===== src/rtl/down_counter_timer.sv =====
// Programmable countdown timer with one-shot and auto-reload modes.
// Decrements on enable strobes while running and emits a one-cycle terminal-count pulse.
module down_counter_timer #(
  parameter int unsigned WIDTH = 12
) (
  input  logic             clk,
  input  logic             reset_n,
  input  logic             load,
  input  logic [WIDTH-1:0] load_value,
  input  logic             start,
  input  logic             stop,
  input  logic             mode,
  input  logic             enable,
  output logic [WIDTH-1:0] count,
  output logic             busy,
  output logic             tc,
  output logic             done
);

  typedef enum logic [1:0] {StIdle, StRun, StHold, StDone} state_e;

  state_e           state_q, state_d;
  logic [WIDTH-1:0] count_q, count_d;
  logic [WIDTH-1:0] reload_q, reload_d;
  logic             tc_q, tc_d;
  logic             done_q, done_d;
  logic             count_en;

  // Counting is blocked by load/stop but not by start, which is a no-op while running.
  assign count_en = !load && !stop && (state_q == StRun) && enable;

  always_comb begin
    state_d  = state_q;
    count_d  = count_q;
    reload_d = reload_q;
    tc_d     = 1'b0;
    done_d   = done_q;

    if (load) begin
      reload_d = load_value;
      count_d  = load_value;
      state_d  = StIdle;
      done_d   = 1'b0;
    end else if (stop) begin
      if (state_q == StRun) begin
        state_d = StHold;
      end
    end else if (start) begin
      unique case (state_q)
        StIdle, StDone: begin
          if (reload_q != '0) begin
            count_d = reload_q;
            state_d = StRun;
            done_d  = 1'b0;
          end
        end
        StHold:  state_d = StRun;
        default: ;
      endcase
    end

    if (count_en) begin
      if (count_q != '0) begin
        count_d = count_q - 1'b1;
      end else begin
        tc_d = 1'b1;
        if (mode) begin
          count_d = reload_q;
        end else begin
          state_d = StDone;
          done_d  = 1'b1;
        end
      end
    end
  end

  always_ff @(posedge clk or negedge reset_n) begin
    if (!reset_n) begin
      state_q  <= StIdle;
      count_q  <= '0;
      reload_q <= '0;
      tc_q     <= 1'b0;
      done_q   <= 1'b0;
    end else begin
      state_q  <= state_d;
      count_q  <= count_d;
      reload_q <= reload_d;
      tc_q     <= tc_d;
      done_q   <= done_d;
    end
  end

  assign count = count_q;
  assign busy  = (state_q == StRun) || (state_q == StHold);
  assign tc    = tc_q;
  assign done  = done_q;

endmodule


===== config.mk =====
export PLATFORM = sky130hd
export DESIGN_NAME = down_counter_timer
export DESIGN_NICKNAME = d
export VERILOG_FILES = /design/src/rtl/down_counter_timer.sv
export SDC_FILE = /design/constraint.sdc
export NUM_CORES = 1
export LEC_CHECK = 0
export CAP_MARGIN = 20
export CORE_MARGIN = 3
export CORE_UTILIZATION = 35
export CTS_CLUSTER_DIAMETER = 80
export CTS_CLUSTER_SIZE = 28
export DETAILED_ROUTE_END_ITERATION = 12
export PLACE_DENSITY = 0.7
export SLEW_MARGIN = 0
export SYNTH_ARGS = -nofsm -noshare
export SYNTH_HDL_FRONTEND = slang
export SYNTH_SLANG_ARGS = --single-unit

===== constraint.sdc =====
create_clock -name clk -period 2.21 [get_ports clk]
set_input_delay 0.221 -clock clk [delete_from_list [all_inputs] [get_ports clk]]
set_output_delay 0.221 -clock clk [all_outputs]
set_load 0.005 [all_outputs]

; ---- Word level (Yosys, flattened, before mapping)
; Cells that the tools add are included.
[op_classes]
mux = 27
n_eq_ne = 3
n_reduce_logical = 10
addsub = 1
[op_table]
columns = op, n
row1 = $mux W12, 8
row2 = $reduce_bool A12 Y1, 2
row3 = $mux W2, 8
row4 = $sub A12 B1 Y12 const B, 1
row5 = $mux W1, 10
row6 = $eq A2 B2 Y1 const B, 2
row7 = $pmux W2 S2, 1
row8 = $logic_and A1 B1 Y1, 3
row9 = $eq A2 B1 Y1 const B, 1
row10 = $logic_not A1 Y1, 2
row11 = $logic_not A2 Y1, 1
row12 = $reduce_or A2 Y1, 1
row13 = $logic_or A1 B1 Y1, 1
[totals]
out_inout_bits = 15
wordCells = 46
input_bits = 19
regBits = 28

; ---- Logic depth before layout (Yosys ltp)
; Gate-level depths: netlist of run 1.
[depth]
depth_word = 9
ltp_mapped = 8
depth_no_buf = 7

; ---- Least setup slack after synthesis of run 1
; OpenSTA, ideal clock, no wires.
[synth_timing]
kind = reg2reg
startpoint = reg count_q[2], in the netlist count[2]
endpoint = reg count_q[0], in the netlist count[0]
t_required_ns = 2.081
n_path_buf = 2
setup_ns = 0.129
path_slack_ns = -0.135
path_stages_with_launch = 8
t_arrival_ns = 2.216
synth_period_minus_slack_ns = 2.345
path_cell_list = dfrtp_1 > or4_1 > buf_2 > or4_4 > buf_6 > or3_1 > a21oi_1 > a21oi_1
[synth_between]
elab_chain_cells = 3
[synth_rtl]
columns = item, line_no
row1 = from (decl), 23  ; logic [WIDTH-1:0] count_q, count_d;
row2 = from (signal assigned), 86  ; count_q <= count_d;
row3 = $reduce_bool A12 Y1, 63  ; if (count_q != '0) begin
row4 = $mux W12, 63
row5 = $mux W12, 62  ; if (count_en) begin
row6 = named net count_d[0], 23
; The timed path passes the listed nets, and every way through them passes these cells.
; A chain may end at the register's enable or synchronous reset.

; ---- Final worst setup path of run 1
[layout_timing]
startpoint = reg count_q[5], in the netlist count[5]
endpoint = reg count_q[3], in the netlist count[3]
; Same word-level chain as after synthesis.

==> results of run 1 <==
flip-flops by register name, indices dropped and copies added, names as in the netlist:
signal / cells
count: 12
done: 1
reload_q: 12
state_q: 2
tc: 1
report_power, final:
group,internal (mW),switching [mW],total (mW)
clock network,0.160,0.159,0.319
registers,0.562,0.0472,0.609
logic,0.216,0.172,0.388
total,0.938,0.378,1.32
layout make-up:
| cell class | instances | area (µm²) |
|---|---|---|
| inverter | 10 | 37.54 |
| timing repair buffer | 67 | 585.6 |
| multi-input combinational | 134 | 1005 |
| clock buffer | 4 | 55.05 |
| fill | 422 | 2069 |
| tap | 65 | 81.33 |
| sequential | 28 | 700.7 |
cell usage after synthesis, types with 4 or more instances:
cell type / n / area [µm²]
dfrtp_1: 28 / 700.7
or4_1: 4 / 30.03
or3_1: 7 / 43.79
nand3_1: 4 / 20.02
inv_1: 10 / 37.54
nor2_1: 12 / 45.04
nor4_1: 7 / 43.79
ha_1: 6 / 75.07
a31oi_1: 5 / 31.28
a221oi_1: 5 / 43.79
nor3_1: 4 / 20.02
mux2_2: 11 / 123.9
a21oi_1: 7 / 35.03
o21ai_0: 6 / 30.03
nand2_1: 12 / 45.04
kinds of logic (layout without fill, tap and decap cells):
group	Yosys count	in the layout	share of synthesized area (%)
adders and majority gates	6	6	4.367
and+or+nand+nor	64	64	21.25
muxes	11	11	7.205
DFF	28	28	40.76
xor gates and xnor gates	5	5	2.548
AOI/OAI and AO/OA	48	48	19.87
buffers and inverters	16	81	4.003
metrics by stage:
stage | hold slack (ps) | std cells | area [µm²] | setup TNS (ps)
2_1_floorplan | -74.59 | 178 | 1754 | -21.13
5_1_grt | 365.6 | 308 | 2465 | -275.3
3_5_place_dp | 497.8 | 302 | 2369 | 0
3_3_place_gp | 493.6 | 302 | 2369 | 0
6_report | 311.6 | 308 | 2465 | 0
4_1_cts | 321.6 | 306 | 2429 | 0
path summary, 6_finish.rpt:
path                          startpoint          end  slack, ps  cells after the start
min in group clk           load_value[8]  reload_q[8]        510                      3
setup reg to reg                count[5]     count[3]          8                      5
setup / recovery                count[5]     count[3]          8                      5
hold reg to reg                     done         done        520                      1
hold / removal                   reset_n     count[1]        310                      2
max in group asynchronous        reset_n   state_q[0]       1630                      2
repair_timing:
action / 4_1_cts / 5_1_grt
endpoints found under the setup margin: 2 / 8
pin swaps: 0 / 1
resized for setup: 2 / 6
buffers inserted: 0 / 2
worst register-to-register path, cell delays in order (launching register included):
cell and delay (ps):
dfrtp_1 390, or4_4 570, or4_4 600, or3_1 340
a21oi_1 130, a21oi_1 50
routing by layer:
layer  share of wire [%]  routed length (µm)  global-route usage [%]
met1                  49                2299                   23.86
met2                  44                2101                   24.65
met3                 5.7                 271                   3.310
met4                 1.3                  62                   5.254
met5                   0                   0                       0
==> flow_summary.yaml, run 1 <==
status:
  status: "finished, final reports clean"
timing:
  finalCriticalPeriod_ps: 2202
  fmax_ghz: 0.4542
  setup_viol: 0
  rsz0062_at_grt: "true"
  hold_viol: 0
  worst_pin_slew_ps: 372.8
  maxSlewHeadroom_pct: 75.07
  period_share_pct: 99.63
  skew_ps: 4.391
  setup_ws_ps: 8.195
  final-max-slew-violation-count: 0
global_route:
  grt_antenna_before_repair: 0
  grt_pass1_wl_um: 7872
  grt_max_degree: 29
  overflow: 0
  grt_pass1_vias: 1625
  grt_usage_pct: 16.49
power_and_ir_drop:
  p_per_area_nw_per_um2: 533.7
  leakagePower_nw: 0.9978
  ir_worst_vdd_mv: 0.2515
  finalPower_mw: 1.316
route:
  vias: 1686
  ant_nets: 0
  wire_per_inst_um: 15.37
  drc: 0
  vias_per_cell: 5.474
  first_iter_violations: 166
  wirelength_um: 4735
  drt_pass1_iterations: 4
place:
  place_ws_ps: 11.87
  place_congestion: 0.8846
  dp_hpwl_um: 3719
  port_buffers: 33
setup_path:
  path_max_fanout: 8
  crit_required_ps: 2370
  crit_family: "simple AND/OR/NAND/NOR gates"
  crit_path_start_kind: "register"
  crit_chain: "or4_4, or4_4, or3_1, a21oi_1, a21oi_1"
  cp_slowest_stage_delay_ps: 600
  path_class: "reg2reg"
  end_kind: "register"
  crit_buf_inv: 0
  cp.arrival_ps: 2360
  slowest_stage: "or4_4"
min_path:
  min_path_type: "in2async"
die:
  row_count: 24
  die_h_um: 76.09
  die_area_um2: 5789
  start_util_pct: 37.91
  num_io_pins: 34
  die_w_um: 76.09
  core_um2: 4534
synthesis:
  synth_flop_cell: "dfrtp_1"
  yosys_warnings: 0
  ys_ff_latch: 28
  async_reset_ff_share_pct: 100.0
  synth_nets: 203
  synth_area_um2: 1719
  syn_inst: 178
  syn-mean-instance-area_um2: 9.658
  ys_seq_area_share_pct: 40.76
  synth_edf_count: 0
  yosys.cell_types.count: 44
clocking:
  cts_buffers: 3
  htree_levels: 1
  cts_tree: "yes"
  clock_latency_ps: 280
  cts_hold_buffers: 0
  cts_buffer_depth: 2
  cts_sinks: 28
  clockRootBuffer: "clkbuf_8"
  clk_pin_slew_ps: 90
layout:
  utilization_pct: 54.36
  final_nets: 269
  areaGrowthSynthToFinish_pct: 43.38
  n_antenna_cell: 0
  layout-drive-gt1-share_pct: 25.93
  layout_commonest_cell: "buf_4"
  layout_common_cells: "34 x buf_4, 33 x clkdlybuf4s50_1, 28 x dfrtp_1"
job:
  maxCapViolations: 0
No activity file was read; power rests on OpenSTA's default activity.
==> run 2: changes to the inputs <==
PLACE_DENSITY = 0.68   (was 0.7)
SKIP_CTS_REPAIR_TIMING = 1   (was default)
clock period = 2.5 ns   (was 2.21 ns; I/O delays follow)
==> flow_summary.yaml, run 2 (same netlist as run 1, synthesis figures left out) <==
status:
  status: "finished, final reports clean"
job:
  maxCapViolations: 0
die:
  die_area_um2: 5789
  row_count: 24
  die_w_um: 76.09
  num_io_pins: 34
  die_h_um: 76.09
  core_um2: 4534
  start_util_pct: 37.91
global_route:
  overflow: 0
  grt_usage_pct: 16.46
  grt_max_degree: 29
  grt_pass1_vias: 1575
  grt_pass1_wl_um: 7803
  grt_antenna_before_repair: 0
setup_path:
  crit_required_ps: 2670
  cp_slowest_stage_delay_ps: 570
  path_class: "reg2reg"
  cp.arrival_ps: 2560
  slowest_stage: "nor4_1"
  crit_buf_inv: 1
  path_max_fanout: 8
  crit_family: "simple AND/OR/NAND/NOR gates"
  end_kind: "register"
  crit_path_start_kind: "register"
  crit_chain: "nor4_1, a31oi_1, buf_4, nor2_1, nand2_1, o221a_1"
clocking:
  cts_sinks: 28
  clk_pin_slew_ps: 100
  cts_buffers: 3
  cts_buffer_depth: 2
  clock_latency_ps: 280
  clockRootBuffer: "clkbuf_8"
  htree_levels: 1
  cts_tree: "yes"
timing:
  worst_pin_slew_ps: 606.2
  setup_ws_ps: 110.7
  setup_viol: 0
  rsz0062_at_grt: "false"
  finalCriticalPeriod_ps: 2389
  skew_ps: 5.522
  final-max-slew-violation-count: 0
  fmax_ghz: 0.4185
  period_share_pct: 95.57
  hold_viol: 0
  maxSlewHeadroom_pct: 59.22
  tns_ps: 0
power_and_ir_drop:
  p_sw_uw: 324.4
  p_int_uw: 867.8
  ir_worst_vdd_mv: 0.2196
  p_sw_share_pct: 27.21
  p_per_area_nw_per_um2: 523.6
  comb_power_share_pct: 23.6
  leakagePower_nw: 0.8969
  pwr-share-seq_pct: 46.4
  p_clk_share_pct: 30.0
route:
  first_iter_violations: 176
  wirelength_um: 4559
  wire_per_inst_um: 15.83
  vias_per_cell: 5.510
  drc: 0
  ant_nets: 0
  vias: 1587
  drt_pass1_iterations: 4
layout:
  finalInstanceArea_um2: 2277
  n_antenna_cell: 0
  layout-drive-gt1-share_pct: 15.25
  layout_commonest_cell: "clkdlybuf4s50_1"
  utilization_pct: 50.22
  final_nets: 249
  final_cells: 288
  layout_common_cells: "33 x clkdlybuf4s50_1, 28 x dfrtp_1, 14 x buf_4"
  areaGrowthSynthToFinish_pct: 32.46
place:
  place_area_um2: 2205
  dp.cells: 284
  dp_hpwl_um: 3583
  place_ws_ps: 146.0
  port_buffers: 33
  place_congestion: 0.8937
min_path:
  min_path_type: "in2async"
==> run 2: changes by cell type in the layout (fill, tap and decap cells not counted), sizes merged <==
cell and change:
buf -20, bufinv +1, clkbuf -1
==> run 2: power groups by stage <==
stage                     registers (mW)  logic [mW]  clock network (mW)
after global placement             0.560       0.276                   0
after global routing               0.562       0.309               0.390
after detailed placement           0.561       0.280                   0
after floorplan                    0.552       0.130                   0
after CTS                          0.552       0.282               0.369
final                              0.554       0.282               0.357
==> run 2: cell type report <==
cell class | instances | area, µm²
multi-input combinational | 134 | 950.9
clock buffer | 3 | 41.29
inverter | 10 | 37.54
tap | 65 | 81.33
timing repair buffer | 47 | 435.4
sequential | 28 | 700.7
fill | 438 | 2257
clock inverter | 1 | 30.03
==> run 2: final timing paths <==
check                      slack [ps]           to        start  cells after the start
max                               110     count[6]  reload_q[3]                      6
min                               340           tc      reset_n                      2
max reg2reg                       110     count[6]  reload_q[3]                      6
min reg2reg                       510         done         done                      1
max in group asynchronous        1900  reload_q[2]      reset_n                      2
min in group clk                  510         done         done                      1
==> run 2: routing by layer <==
metal / share of wire (%) / track usage, % / vias to the layer above
met5: 0 / 0 / -
met4: 4.3 / 8.152 / 0
met3: 3.4 / 2.009 / 18
met2: 45 / 25.44 / 48
met1: 47 / 22.78 / 752
li1: - / - / 769
==> run 2: stage by stage <==
step	power [mW]	hold slack, ps
final	1.192	336.8
after global routing	1.261	370.6
after CTS	1.203	342.8
after detailed placement	0.8416	496.1
after global placement	0.8364	494.3
after floorplan	0.6825	-45.59
==> run 3: changes to the inputs <==
clock period = 2.6 ns   (was 2.5 ns; I/O delays follow)
==> flow_summary.yaml, run 3 (same netlist as run 1, synthesis figures left out) <==
route:
  topRoutingLayerUsed: "met4"
  first_iter_violations: 158
  wl_met3_um: 322
  drc: 0
  ant_nets: 0
  wire_per_inst_um: 16.07
  wirelength_um: 4580
  drt_pass1_iterations: 4
  vias_per_cell: 5.586
  route.met2.wl_um: 2097
  vias: 1592
  wirelength_met1_um: 2110
layout:
  final_cells: 285
  n_antenna_cell: 0
  areaGrowthSynthToFinish_pct: 31.15
  n_fill_cell: 433
  final_nets: 246
  layout-drive-gt1-share_pct: 14.09
  layout_commonest_cell: "clkdlybuf4s50_1"
  layout_common_cells: "33 x clkdlybuf4s50_1, 28 x dfrtp_1, 12 x nor2_1, 12 x nand2_1"
timing:
  worst_pin_slew_ps: 639.0
  tns_ps: 0
  setup_ws_ps: 112.5
  hold_viol: 0
  finalCriticalPeriod_ps: 2488
  setup_viol: 0
  skew_ps: 14.71
  fmax_ghz: 0.4020
  final-max-slew-violation-count: 0
  rsz0062_at_grt: "false"
  period_share_pct: 95.67
  maxSlewHeadroom_pct: 57.24
global_route:
  grt_pass1_vias: 1481
  overflow: 0
  grt_pass1_wl_um: 7659
  grt_antenna_before_repair: 0
  grt_usage_pct: 16.18
  grt_max_degree: 29
clocking:
  clockRootBuffer: "clkbuf_8"
  cts_buffers: 3
  cts_sinks: 28
  clock_latency_ps: 280
  cts_tree: "yes"
  clk_pin_slew_ps: 100
  htree_levels: 1
  cts_buffer_depth: 2
setup_path:
  cp.arrival_ps: 2660
  path_class: "reg2reg"
  crit_required_ps: 2770
  end_kind: "register"
  crit_path_start_kind: "register"
  path_max_fanout: 8
die:
  core_um2: 4534
  die_area_um2: 5789
  start_util_pct: 37.91
  row_count: 24
  num_io_pins: 34
  die_h_um: 76.09
  die_w_um: 76.09
power_and_ir_drop:
  leakagePower_nw: 0.8822
  p_per_area_nw_per_um2: 507.8
  ir_worst_vdd_mv: 0.2831
place:
  dp_hpwl_um: 3484
  dp.cells: 281
  place_ws_ps: 149.6
  place_congestion: 0.8989
  port_buffers: 33
job:
  maxCapViolations: 0
status:
  status: "finished, final reports clean"
min_path:
  min_path_type: "in2async"
[run 3: where the power goes]
group | switching [mW] | internal (mW) | leakage, nW
combinational | 0.117 | 0.148 | 0.510
sequential | 0.0569 | 0.478 | 0.337
clock | 0.139 | 0.206 | 0.0357
[run 3: worst paths after layout]
check,startpoint,slack [ps],endpoint,depth (start not counted)
worst max-delay path,state_q[0],110,count[9],8
worst min-delay path,reset_n,340,done,2
worst max register to register,state_q[0],110,count[9],8
worst min register to register,done,510,done,1
max in group asynchronous,reset_n,1970,reload_q[7],2
min in group clk,done,510,done,1
[run 3: routing by layer]
metal	vias up	track usage (%)
met2	67	24.56
met3	7	3.073
met5	-	0
li1	766	-
met4	0	4.891
met1	752	23.32
[run 3: through the flow]
step                      area (µm²)  util, %  power, mW  hold slack [ps]
after floorplan                 1719        -     0.6563           -35.59
after global placement          2182    48.12     0.8048            490.3
after detailed placement        2182    48.12     0.8056            497.5
after CTS                       2253    49.70      1.160            352.4
after global routing            2255    49.72      1.207            379.6
final                           2255    49.72      1.145            340.0
[run 3: layout make-up]
class	count	area [µm²]	share of cell area, %
clock inverter	1	30.03	1.332
multi-input combinational	134	950.9	42.18
clock buffer	3	41.29	1.831
sequential	28	700.7	31.08
timing repair buffer	44	412.9	18.31
tap	65	81.33	3.607
inverter	10	37.54	1.665
[run 3: critical path, cell delays in order (launching register included)]
cell	delay (ps)
dfrtp_1	450
inv_1	90
ha_1	360
or3b_2	500
a31oi_1	210
buf_4	160
nor2_1	140
a211oi_1	360
nor3_1	100
